$ cat config.mk
export PLATFORM = sky130hd
export DESIGN_NAME = seq_divider_8bit
export DESIGN_NICKNAME = d
export VERILOG_FILES = /design/src/rtl/tt_mul_pkg.sv /design/src/rtl/div_step.sv /design/src/rtl/fa.sv /design/src/rtl/seq_divider_8bit.sv
export SDC_FILE = /design/constraint.sdc
export NUM_CORES = 1
export LEC_CHECK = 0
export CORE_ASPECT_RATIO = 1.1
export CORE_MARGIN = 4
export CORE_UTILIZATION = 62
export CTS_CLUSTER_SIZE = 12
export DETAILED_ROUTE_END_ITERATION = 12
export DONT_BUFFER_PORTS = 1
export PLACE_DENSITY = 0.78
export SETUP_SLACK_MARGIN = 0.02
export SLEW_MARGIN = 20
export SYNTH_ARGS = -nofsm -noshare
export SYNTH_HDL_FRONTEND = slang
export SYNTH_SLANG_ARGS = --single-unit
$ cat constraint.sdc
create_clock -name clk -period 4.8 [get_ports clk]
set_input_delay 0.72 -clock clk [delete_from_list [all_inputs] [get_ports clk]]
set_output_delay 0.72 -clock clk [all_outputs]
set_load 0.1 [all_outputs]
$ cat src/rtl/tt_mul_pkg.sv
// Shared types and sizes for the multiplier/divider slice.
// Divider state encoding and width constants.
package tt_mul_pkg;

  localparam int DIV_W = 8;
  localparam int CNT_W = $clog2(DIV_W);

  typedef enum logic [1:0] {
    DIV_IDLE,
    DIV_RUN,
    DIV_DONE
  } div_state_t;

endpackage

$ cat src/rtl/div_step.sv
// One restoring-division iteration.
// Shift in the next dividend bit, trial-subtract, restore on borrow.
module div_step #(
  parameter int WIDTH = 8
) (
  input  logic [WIDTH-1:0] a,
  input  logic             q_msb,
  input  logic [WIDTH-1:0] divisor,
  output logic [WIDTH-1:0] a_next,
  output logic             q_bit
);

  logic [WIDTH:0] a_sh;
  logic [WIDTH:0] d_n;
  logic [WIDTH:0] t;
  logic [WIDTH:0] c;

  assign a_sh = {a, q_msb};
  assign d_n  = ~{1'b0, divisor};
  assign c[0] = 1'b1;

  for (genvar i = 0; i < WIDTH; i++) begin : g_sub
    fa u_fa (
      .a  (a_sh[i]),
      .b  (d_n[i]),
      .ci (c[i]),
      .s  (t[i]),
      .co (c[i+1])
    );
  end

  // Sign bit only: its carry out is never needed.
  assign t[WIDTH] = a_sh[WIDTH] ^ d_n[WIDTH] ^ c[WIDTH];

  // A stays below the divisor, so a non-negative T fits in WIDTH bits.
  assign q_bit  = ~t[WIDTH];
  assign a_next = q_bit ? t[WIDTH-1:0] : a_sh[WIDTH-1:0];

endmodule

$ cat src/rtl/fa.sv
// Full-adder cell.
// Shared by the multiplier and divider datapaths.
module fa (
  input  logic a,
  input  logic b,
  input  logic ci,
  output logic s,
  output logic co
);

  assign s  = a ^ b ^ ci;
  assign co = (a & b) | (ci & (a ^ b));

endmodule

$ cat src/rtl/seq_divider_8bit.sv
// Sequential restoring unsigned divider.
// One quotient bit per clock, start/busy/done handshake.
module seq_divider_8bit
  import tt_mul_pkg::*;
#(
  parameter int WIDTH = DIV_W
) (
  input  logic             clk,
  input  logic             rst_n,
  input  logic             start,
  input  logic [WIDTH-1:0] dividend,
  input  logic [WIDTH-1:0] divisor,
  output logic             busy,
  output logic             done,
  output logic             div_zero,
  output logic [WIDTH-1:0] quotient,
  output logic [WIDTH-1:0] remainder
);

  localparam int CW = (WIDTH > 1) ? $clog2(WIDTH) : 1;
  localparam logic [CW-1:0] LAST = CW'(WIDTH - 1);

  div_state_t       state;
  logic [WIDTH-1:0] a_r;
  logic [WIDTH-1:0] q_r;
  logic [WIDTH-1:0] dvs_r;
  logic [CW-1:0]    cnt;

  logic [WIDTH-1:0] a_next;
  logic             q_bit;
  logic [WIDTH-1:0] q_next;

  assign q_next = {q_r[WIDTH-2:0], q_bit};

  div_step #(
    .WIDTH (WIDTH)
  ) u_step (
    .a       (a_r),
    .q_msb   (q_r[WIDTH-1]),
    .divisor (dvs_r),
    .a_next  (a_next),
    .q_bit   (q_bit)
  );

  // Control FSM, iteration datapath and result registers.
  always_ff @(posedge clk or negedge rst_n) begin
    if (!rst_n) begin
      state     <= DIV_IDLE;
      a_r       <= '0;
      q_r       <= '0;
      dvs_r     <= '0;
      cnt       <= '0;
      busy      <= 1'b0;
      done      <= 1'b0;
      div_zero  <= 1'b0;
      quotient  <= '0;
      remainder <= '0;
    end else begin
      case (state)
        DIV_IDLE, DIV_DONE: begin
          if (start) begin
            state    <= DIV_RUN;
            dvs_r    <= divisor;
            a_r      <= '0;
            q_r      <= dividend;
            cnt      <= '0;
            busy     <= 1'b1;
            done     <= 1'b0;
            div_zero <= (divisor == '0);
          end
        end
        DIV_RUN: begin
          a_r <= a_next;
          q_r <= q_next;
          cnt <= cnt + 1'b1;
          if (cnt == LAST) begin
            state     <= DIV_DONE;
            busy      <= 1'b0;
            done      <= 1'b1;
            quotient  <= q_next;
            remainder <= a_next;
          end
        end
        default: state <= DIV_IDLE;
      endcase
    end
  end

endmodule

==> flow_metrics.tcl, run 1 <==
set metrics [dict create \
    hold_class "input pin to async pin" \
    rows 22 \
    htreeDepth 2 \
    vias 1362 \
    finalHoldViolations 0 \
    synth_warnings 0 \
    dp_hpwl_um 2700 \
    port_buffers 0 \
    synth_area_per_cell_um2 11.6 \
    finalCritPeriodShare_pct 94.5 \
    die_height_um 69.7 \
    crit_arrival_ps 4830 \
    drc_errors 0 \
    drive_above_1_share_pct 12.8 \
    tightestPinTransition_ps 920 \
    totalWireLength_um 3850 \
    worstSetupEndpointType "register" \
    fin_nets 216 \
    clock_path_buffers 2 \
    setup_violations 0 \
    crit_type "register to register" \
    drv_slew 0 \
    setup_tns_ps 0 \
    clk_transition_reported_paths_ps 130 \
    fill_cells 250 \
    ant_nets 0 \
    period_needed_ps 4540 \
    synth_nets 215 \
    fp.dieArea_um2 4470 \
    yosys.area.top_type "dfrtp_1" \
    grt_pass1_wl_um 6420 \
    viasPerCell 5.77 \
    first_pass_iters 4 \
    ctsResizeCount 0 \
    grt_pass1_vias 1436 \
    antenna_cells 0 \
    ys_seq_area_share_pct 55.9 \
    cp_max_fo 10 \
    clock_latency_ps 370 \
    die_w_um 64.1 \
    post_cts_buffers 0 \
    area_growth_pct 6.41 \
    yosys-top-cells-area "dfrtp_1, fa_1, nand2_1, o21ai_0, mux2_2" \
    synth_top_area_share_pct 55.9 \
    start_kind "register" \
    r2r_cells 15 \
    drv_cap 0 \
    design.core.area_um2 3330 \
    worst_ep_required_time_ps 5090 \
    fin_worst_skew_ps 5.54 \
    cts_tree "yes" \
    outcome "completed" \
    fmax_mhz 220 \
    rsz0062_at_grt "false" \
    first_iter_violations 56 \
    synthDistinctLibCells 29 \
    clock_sinks 48 \
    grt_antenna_before_repair 0 \
    pin_count 38 \
    synth_seq_cells 48 \
    syn_area_um2 2150 \
    grt_usage_pct 18.8 \
    wl_per_cell_um 16.3 \
    overflow 0 \
    grt_start_max_net_pins 49 \
    cts-root-buf "clkbuf_4" \
    cts_buffers 5 \
    start_util_pct 64.5 \
    gp_congestion 0.759 \
    synthCells 186 \
    slew-limit-headroom_pct 38.5 \
]
## state kept, by name (all words and copies together), names as in the netlist
signal	cells
dvs_r	8
q_r	8
a_r	8
div_zero	1
done	1
quotient	8
cnt	3
busy	1
state	2
remainder	8
## area by class of cell
type | count | area, um2 | area share (%)
Inverter | 11 | 41.3 | 1.81
Timing Repair Buffer | 3 | 42.5 | 1.86
Multi-Input combinational cell | 118 | 865 | 37.8
Clock inverter | 2 | 35.0 | 1.53
Tap cell | 48 | 60.1 | 2.63
Sequential cell | 48 | 1200 | 52.5
Clock buffer | 6 | 41.3 | 1.81
## stage by stage
stage / std cells / area, um2 / setup WS [ps] / utilization, % / hold WS (ps)
after detailed placement: 226 / 2170 / 261 / 65.3 / 425
final: 236 / 2290 / 262 / 68.6 / 23.8
after floorplan: 186 / 2150 / 532 / - / 424
after global routing: 236 / 2290 / 24.5 / 68.6 / 1.47
after global placement: 226 / 2170 / 389 / 65.3 / 425
after CTS: 234 / 2250 / 225 / 67.6 / 11.0
## kinds of logic after synthesis
family          share of synthesized area (%)
flops                                    55.9
compound gates                           11.9
xor+xnor                                 1.28
fa+ha+maj                                8.27
buf+inv                                  3.84
simple gates                             10.9
mux                                      7.86
## placed cells by master, fill, tap and decap left out, types with 5 or more instances in the layout
master / count
mux2_2: 7
fa_1: 7
o21ai_0: 16
dfrtp_1: 48
nor2_1: 8
o2bb2ai_1: 6
inv_1: 11
clkbuf_4: 5
mux2i_1: 6
nand2_1: 35
## routing by layer
layer,global-route usage [%],vias up,wire length (um)
li1,-,631,-
met1,21.2,689,1610
met2,30.8,33,1870
met3,6.97,9,232
met4,9.86,0,140
met5,0,-,0
## worst max-delay path: stages (launching register included)
cell	delay, ps
dfrtp_1	380
inv_1	90
ha_1	150
inv_1	50
fa_1	420
fa_1	420
fa_1	420
fa_1	390
inv_1	90
fa_1	170
inv_1	60
fa_1	420
fa_1	490
xnor2_4	410
mux2_4	360
o2bb2ai_2	130
## cells in the mapped netlist
cell / count
and2b_1: 1
mux2_2: 7
nand3_1: 2
mux2_4: 2
a22o_1: 2
clkbuf_1: 2
nor2_1: 8
ha_1: 3
a221o_1: 1
nand2b_1: 3
a21oi_1: 1
nor4_1: 2
xnor2_4: 1
o21ai_2: 2
nor3_1: 2
inv_1: 11
o22ai_1: 3
o21ai_0: 16
dfrtp_1: 48
nand3b_1: 1
o2bb2ai_1: 6
fa_1: 7
buf_2: 6
buf_1: 1
nand2_1: 35
nor2b_1: 1
a31oi_1: 4
o2bb2ai_2: 2
mux2i_1: 6
## timing repair
action,in CTS,in global routing
endpoints found under the setup margin,0,0
endpoints found under the hold margin,0,27
hold buffers,0,1
## final timing paths
| check | endpoint | slack, ps | start |
|---|---|---|---|
| min | a_r[3]$_DFFE_PN0P_ | 20 | rst_n |
| min in group clk | dvs_r[0]$_DFFE_PN0P_ | 460 | divisor[0] |
| min reg2reg | dvs_r[0]$_DFFE_PN0P_ | 500 | dvs_r[0]$_DFFE_PN0P_ |
| max | a_r[0]$_DFFE_PN0P_ | 260 | q_r[7]$_DFFE_PN0P_ |
| max in group asynchronous | busy$_DFFE_PN0P_ | 4500 | rst_n |
| max reg2reg | a_r[0]$_DFFE_PN0P_ | 260 | q_r[7]$_DFFE_PN0P_ |
Power of run 1 is left out: the tool's default activity adds up to more than one toggle a clock period on the data nets, which glitch-free logic cannot reach.
==> run 2: changes to the inputs <==
- CORE_UTILIZATION: 62 -> 65
- CTS_BUF_LIST: unset -> sky130_fd_sc_hd__clkbuf_2
- PLACE_DENSITY: 0.78 -> 0.81
- SKIP_LAST_GASP: unset -> 1
==> run 2 against run 1 <==
Net effect: setup slack better by 37 ps; fmax up 0.83%; global-route usage up 3.3 points; cell area down 1.3%; largest cell class unchanged; routed wire length up 7.2%; critical path depth up 1; hold slack better by 51 ps; clock-buffer cell count unchanged; critical path type unchanged; die area down 4.1%.
==> flow_metrics.tcl, run 2 (synthesis gave the netlist of run 1 again) <==
set metrics [dict create \
    grt_start_max_net_pins 49 \
    drive_above_1_share_pct 13.2 \
    final_cell_mix "dfrtp_1, nand2_1, o21ai_0" \
    start_util_pct 69.3 \
    fill_cells 226 \
    cts-root-buf "clkbuf_2" \
    ctsResizeCount 0 \
    worst_ep_required_time_ps 5170 \
    slew-limit-headroom_pct 35.9 \
    dp_hpwl_um 2910 \
    grt_pass1_wl_um 7050 \
    clk_transition_reported_paths_ps 240 \
    viasPerCell 6.09 \
    clock_path_buffers 2 \
    first_iter_violations 72 \
    setup_tns_ps 0 \
    totalWireLength_um 4130 \
    period_needed_ps 4500 \
    multiInputGateArea_um2 865 \
    clock_sinks 48 \
    antenna_cells 0 \
    grt_usage_pct 22.1 \
    fin_nets 217 \
    vias 1359 \
    htreeDepth 2 \
    area_growth_pct 5.07 \
    cp_max_fo 9 \
    worstSetupEndpointType "register" \
    gr-max-usage-layer "met2" \
    port_buffers 0 \
    pin_count 38 \
    overflow 0 \
    fin_worst_skew_ps 25.8 \
    tightestPinTransition_ps 957 \
    grt_use_met3_pct 7.06 \
    design.core.area_um2 3100 \
    rows 21 \
    outcome "completed" \
    grt_pass1_vias 1468 \
    drc_errors 0 \
    finalHoldViolations 0 \
    die_height_um 68.3 \
    final_common_cell "dfrtp_1" \
    wl_per_cell_um 18.5 \
    use_met1_pct 25.4 \
    grt_antenna_before_repair 0 \
    rsz0062_at_grt "false" \
    crit_arrival_ps 4870 \
    clock_latency_ps 440 \
    drv_slew 0 \
    cts_tree "yes" \
    seq_area_um2 1200 \
    ant_nets 0 \
    gp_congestion 0.793 \
    cts_buffers 5 \
    fp.dieArea_um2 4290 \
    first_pass_iters 4 \
    setup_violations 0 \
    hold_class "input pin to async pin" \
    crit_type "register to register" \
    met2_usage_pct 38.2 \
    drv_cap 0 \
    finalCritPeriodShare_pct 93.8 \
    die_w_um 62.8 \
    fmax_mhz 222 \
    start_kind "register" \
]
-- run 2: final timing paths --
path,start,to,slack [ps],cells after the start
max,q_r[7]$_DFFE_PN0P_,a_r[5]$_DFFE_PN0P_,300,16
min,rst_n,dvs_r[1]$_DFFE_PN0P_,70,1
max reg2reg,q_r[7]$_DFFE_PN0P_,a_r[5]$_DFFE_PN0P_,300,16
min reg2reg,dvs_r[0]$_DFFE_PN0P_,dvs_r[0]$_DFFE_PN0P_,520,2
max in group asynchronous,rst_n,done$_DFFE_PN0P_,4490,1
min in group clk,divisor[0],dvs_r[0]$_DFFE_PN0P_,360,2
-- run 2: repair_timing --
item | CTS | global route
setup endpoints to repair | 0 | 7
setup buffers | 0 | 1
endpoints found under the hold margin | 48 | 0
hold buffers | 1 | 0
-- run 2: critical path, stage by stage (launching register included) --
cell and delay (ps):
dfrtp_1 420, inv_1 90, ha_1 140, inv_1 50
fa_1 410, fa_1 420, fa_1 430, fa_1 400
inv_1 80, fa_1 160, inv_1 50, fa_1 430
fa_1 490, xnor2_4 230, buf_12 160, mux2_4 320
o2bb2ai_2 130
-- run 2: cell type report --
| cell class | count | share of cell area, % |
|---|---|---|
| Clock buffer | 6 | 1.33 |
| Timing Repair Buffer | 4 | 2.94 |
| Tap cell | 34 | 1.88 |
| Clock inverter | 2 | 0.499 |
| Sequential cell | 48 | 53.2 |
| Multi-Input combinational cell | 118 | 38.3 |
| Inverter | 11 | 1.83 |
-- run 2: routing by layer --
metal | part of all wire [%] | routed length [um]
met5 | 0 | 0
met4 | 2.2 | 89
met3 | 6.7 | 276
met2 | 50 | 2060
met1 | 41 | 1700
-- run 2: metrics by stage --
stage / instances / cell area (um2) / hold WS, ps / worst slack, ps / util (%)
after floorplan: 186 / 2150 / 424 / 532 / -
after global placement: 212 / 2160 / 426 / 389 / 69.6
after detailed placement: 212 / 2160 / 426 / 230 / 69.6
after CTS: 221 / 2230 / 74.9 / 220 / 71.8
after global routing: 223 / 2260 / 42.3 / 74.2 / 72.8
final: 223 / 2260 / 74.4 / 300 / 72.8
Power of run 2 is left out for the same reason.
==> run 3: changes to the inputs <==
- ABC_AREA: unset -> 1
- CORE_UTILIZATION: 65 -> 41
- PLACE_DENSITY: 0.81 -> unset
==> run 3 against run 2 <==
Net effect: non-clock buffer count decreased by 3; cell area rose by 9.9%; sequential share of layout area decreased by 4.8 points.
==> flow_metrics.tcl, run 3 <==
set metrics [dict create \
    outcome "completed" \
    first_pass_iters 4 \
    area_growth_pct 4.53 \
    setup_tns_ps 0 \
    antenna_cells 0 \
    cts-root-buf "clkbuf_2" \
    fin_worst_skew_ps 20.2 \
    yosys.area_share.adder_pct 7.49 \
    crit_arrival_ps 4550 \
    grt_start_max_net_pins 49 \
    post_cts_buffers 0 \
    crit_type "register to register" \
    final_common_cell "nand2_1" \
    gp_congestion 0.820 \
    yosysMostFrequentCell "nand2_1" \
    synth_top_family_by_area "simple AND/OR/NAND/NOR gates" \
    rsz0062_at_grt "false" \
    grt_pass1_wl_um 8180 \
    clock_latency_ps 430 \
    vias 1692 \
    cp_max_fo 8 \
    dp_hpwl_um 3240 \
    drv_cap 0 \
    totalWireLength_um 4770 \
    worst_ep_required_time_ps 5140 \
    fill_cells 550 \
    overflow 0 \
    synthMuxAreaShare_pct 0 \
    finalHoldViolations 0 \
    fp.dieArea_um2 7070 \
    worstSetupEndpointType "register" \
    synth_nets 297 \
    fin_nets 299 \
    synth_area_per_cell_um2 8.86 \
    start_util_pct 43.2 \
    grt_usage_pct 15.1 \
    worst_slack_ps 594 \
    first_iter_violations 83 \
    synth_commonest_cells "nand2_1, dfrtp_1, inv_1, nand3_1, nor2_1" \
    viasPerCell 4.89 \
    pre_cts_ws_ps 682 \
    drive_above_1_share_pct 8.86 \
    ctsResizeCount 0 \
    synth_seq_cells 48 \
    fmax_mhz 238 \
    hold_class "input pin to async pin" \
    design.core.area_um2 5500 \
    ant_nets 0 \
    setup_violations 0 \
    port_buffers 0 \
    r2r_cells 16 \
    synth_flop_cell "dfrtp_1" \
    clock_sinks 48 \
    synth_top_area_share_pct 50.6 \
    drc_errors 0 \
    synth-xor-area-share_pct 0 \
    htreeDepth 2 \
    start_kind "register" \
    finalCritPeriodShare_pct 87.6 \
    final_cell_mix "nand2_1, dfrtp_1, inv_1" \
    period_needed_ps 4210 \
    syn_area_um2 2370 \
    regToRegSetupSlack_ps 590 \
    drv_slew 0 \
    synth_compound_area_share_pct 6.27 \
    pin_count 38 \
    grt_pass1_vias 1674 \
    ys_seq_area_share_pct 50.6 \
    clock_path_buffers 2 \
    tightestPinTransition_ps 945 \
    synth_warnings 0 \
    rows 28 \
    die_w_um 80.5 \
    yosys.area.top_type "dfrtp_1" \
    clk_transition_reported_paths_ps 250 \
    slew-limit-headroom_pct 37.0 \
    wl_per_cell_um 13.8 \
    synthSimpleGateAreaFrac_pct 27.2 \
    grt_antenna_before_repair 0 \
    synth_edf_count 0 \
    yosys-top-cells-area "dfrtp_1, nand2_1, fa_1, nand3_1, inv_1" \
    die_height_um 87.8 \
    synthDistinctLibCells 23 \
    cts_tree "yes" \
    async_flop_share_pct 100 \
    synthCells 268 \
    cts_buffers 5 \
]
==> run 3: metal layers <==
layer | global-route usage [%] | share of wire (%) | vias to the layer above
li1 | - | - | 840
met1 | 20.5 | 45 | 809
met2 | 23.3 | 47 | 36
met3 | 4.32 | 6.4 | 7
met4 | 5.07 | 1.4 | 0
met5 | 0 | 0 | -
==> run 3: worst max-delay path, stage by stage (launching register included) <==
cell and delay, ps:
dfrtp_1 440, inv_1 80, ha_1 140, inv_1 50, fa_1 410, fa_1 420
fa_1 420, fa_1 390, inv_1 80, fa_1 170, inv_1 50, fa_1 410
fa_1 450, nand2_1 290, nand3_1 150, nand3_1 120, nand2_1 50
==> run 3: area by class of cell <==
| type | count | area (um2) | area share [%] |
|---|---|---|---|
| repair buffers | 1 | 27.5 | 1.11 |
| flip-flops and latches | 48 | 1200 | 48.4 |
| inverters | 36 | 143 | 5.75 |
| well taps | 75 | 93.8 | 3.78 |
| multi-input cells | 178 | 972 | 39.2 |
| clock buffers | 5 | 25.0 | 1.01 |
| clock inverters | 3 | 18.8 | 0.756 |
==> run 3: cells by family after synthesis <==
logic type	after synthesis
compound gates	24
buf+inv	42
flops	48
simple gates	144
fa+ha+maj	10
==> run 3: through the flow <==
step | instance area, um2 | hold slack [ps] | utilization [%] | std cells
after CTS | 2480 | 78.4 | 45.1 | 346
after global placement | 2410 | 426 | 43.8 | 337
after floorplan | 2370 | 424 | - | 268
after global routing | 2480 | 44.1 | 45.1 | 346
final | 2480 | 90.8 | 45.1 | 346
after detailed placement | 2410 | 426 | 43.8 | 337
==> run 3: path summary, 6_finish.rpt <==
check | startpoint | to
setup / recovery | q_r[7]$_DFFE_PN0P_ | remainder[7]$_DFFE_PN0P_
min in group clk | start | state[1]$_DFFE_PN0P_
hold reg to reg | cnt[0]$_DFFE_PN0P_ | cnt[0]$_DFFE_PN0P_
hold / removal | rst_n | q_r[4]$_DFFE_PN0P_
setup reg to reg | q_r[7]$_DFFE_PN0P_ | remainder[7]$_DFFE_PN0P_
max in group asynchronous | rst_n | a_r[6]$_DFFE_PN0P_
==> run 3: timing repair <==
action                                 4_1_cts  5_1_grt
hold buffers                                 1        0
setup endpoints to repair                    0        0
endpoints found under the hold margin       48        0
Power of run 3 is left out for the same reason.
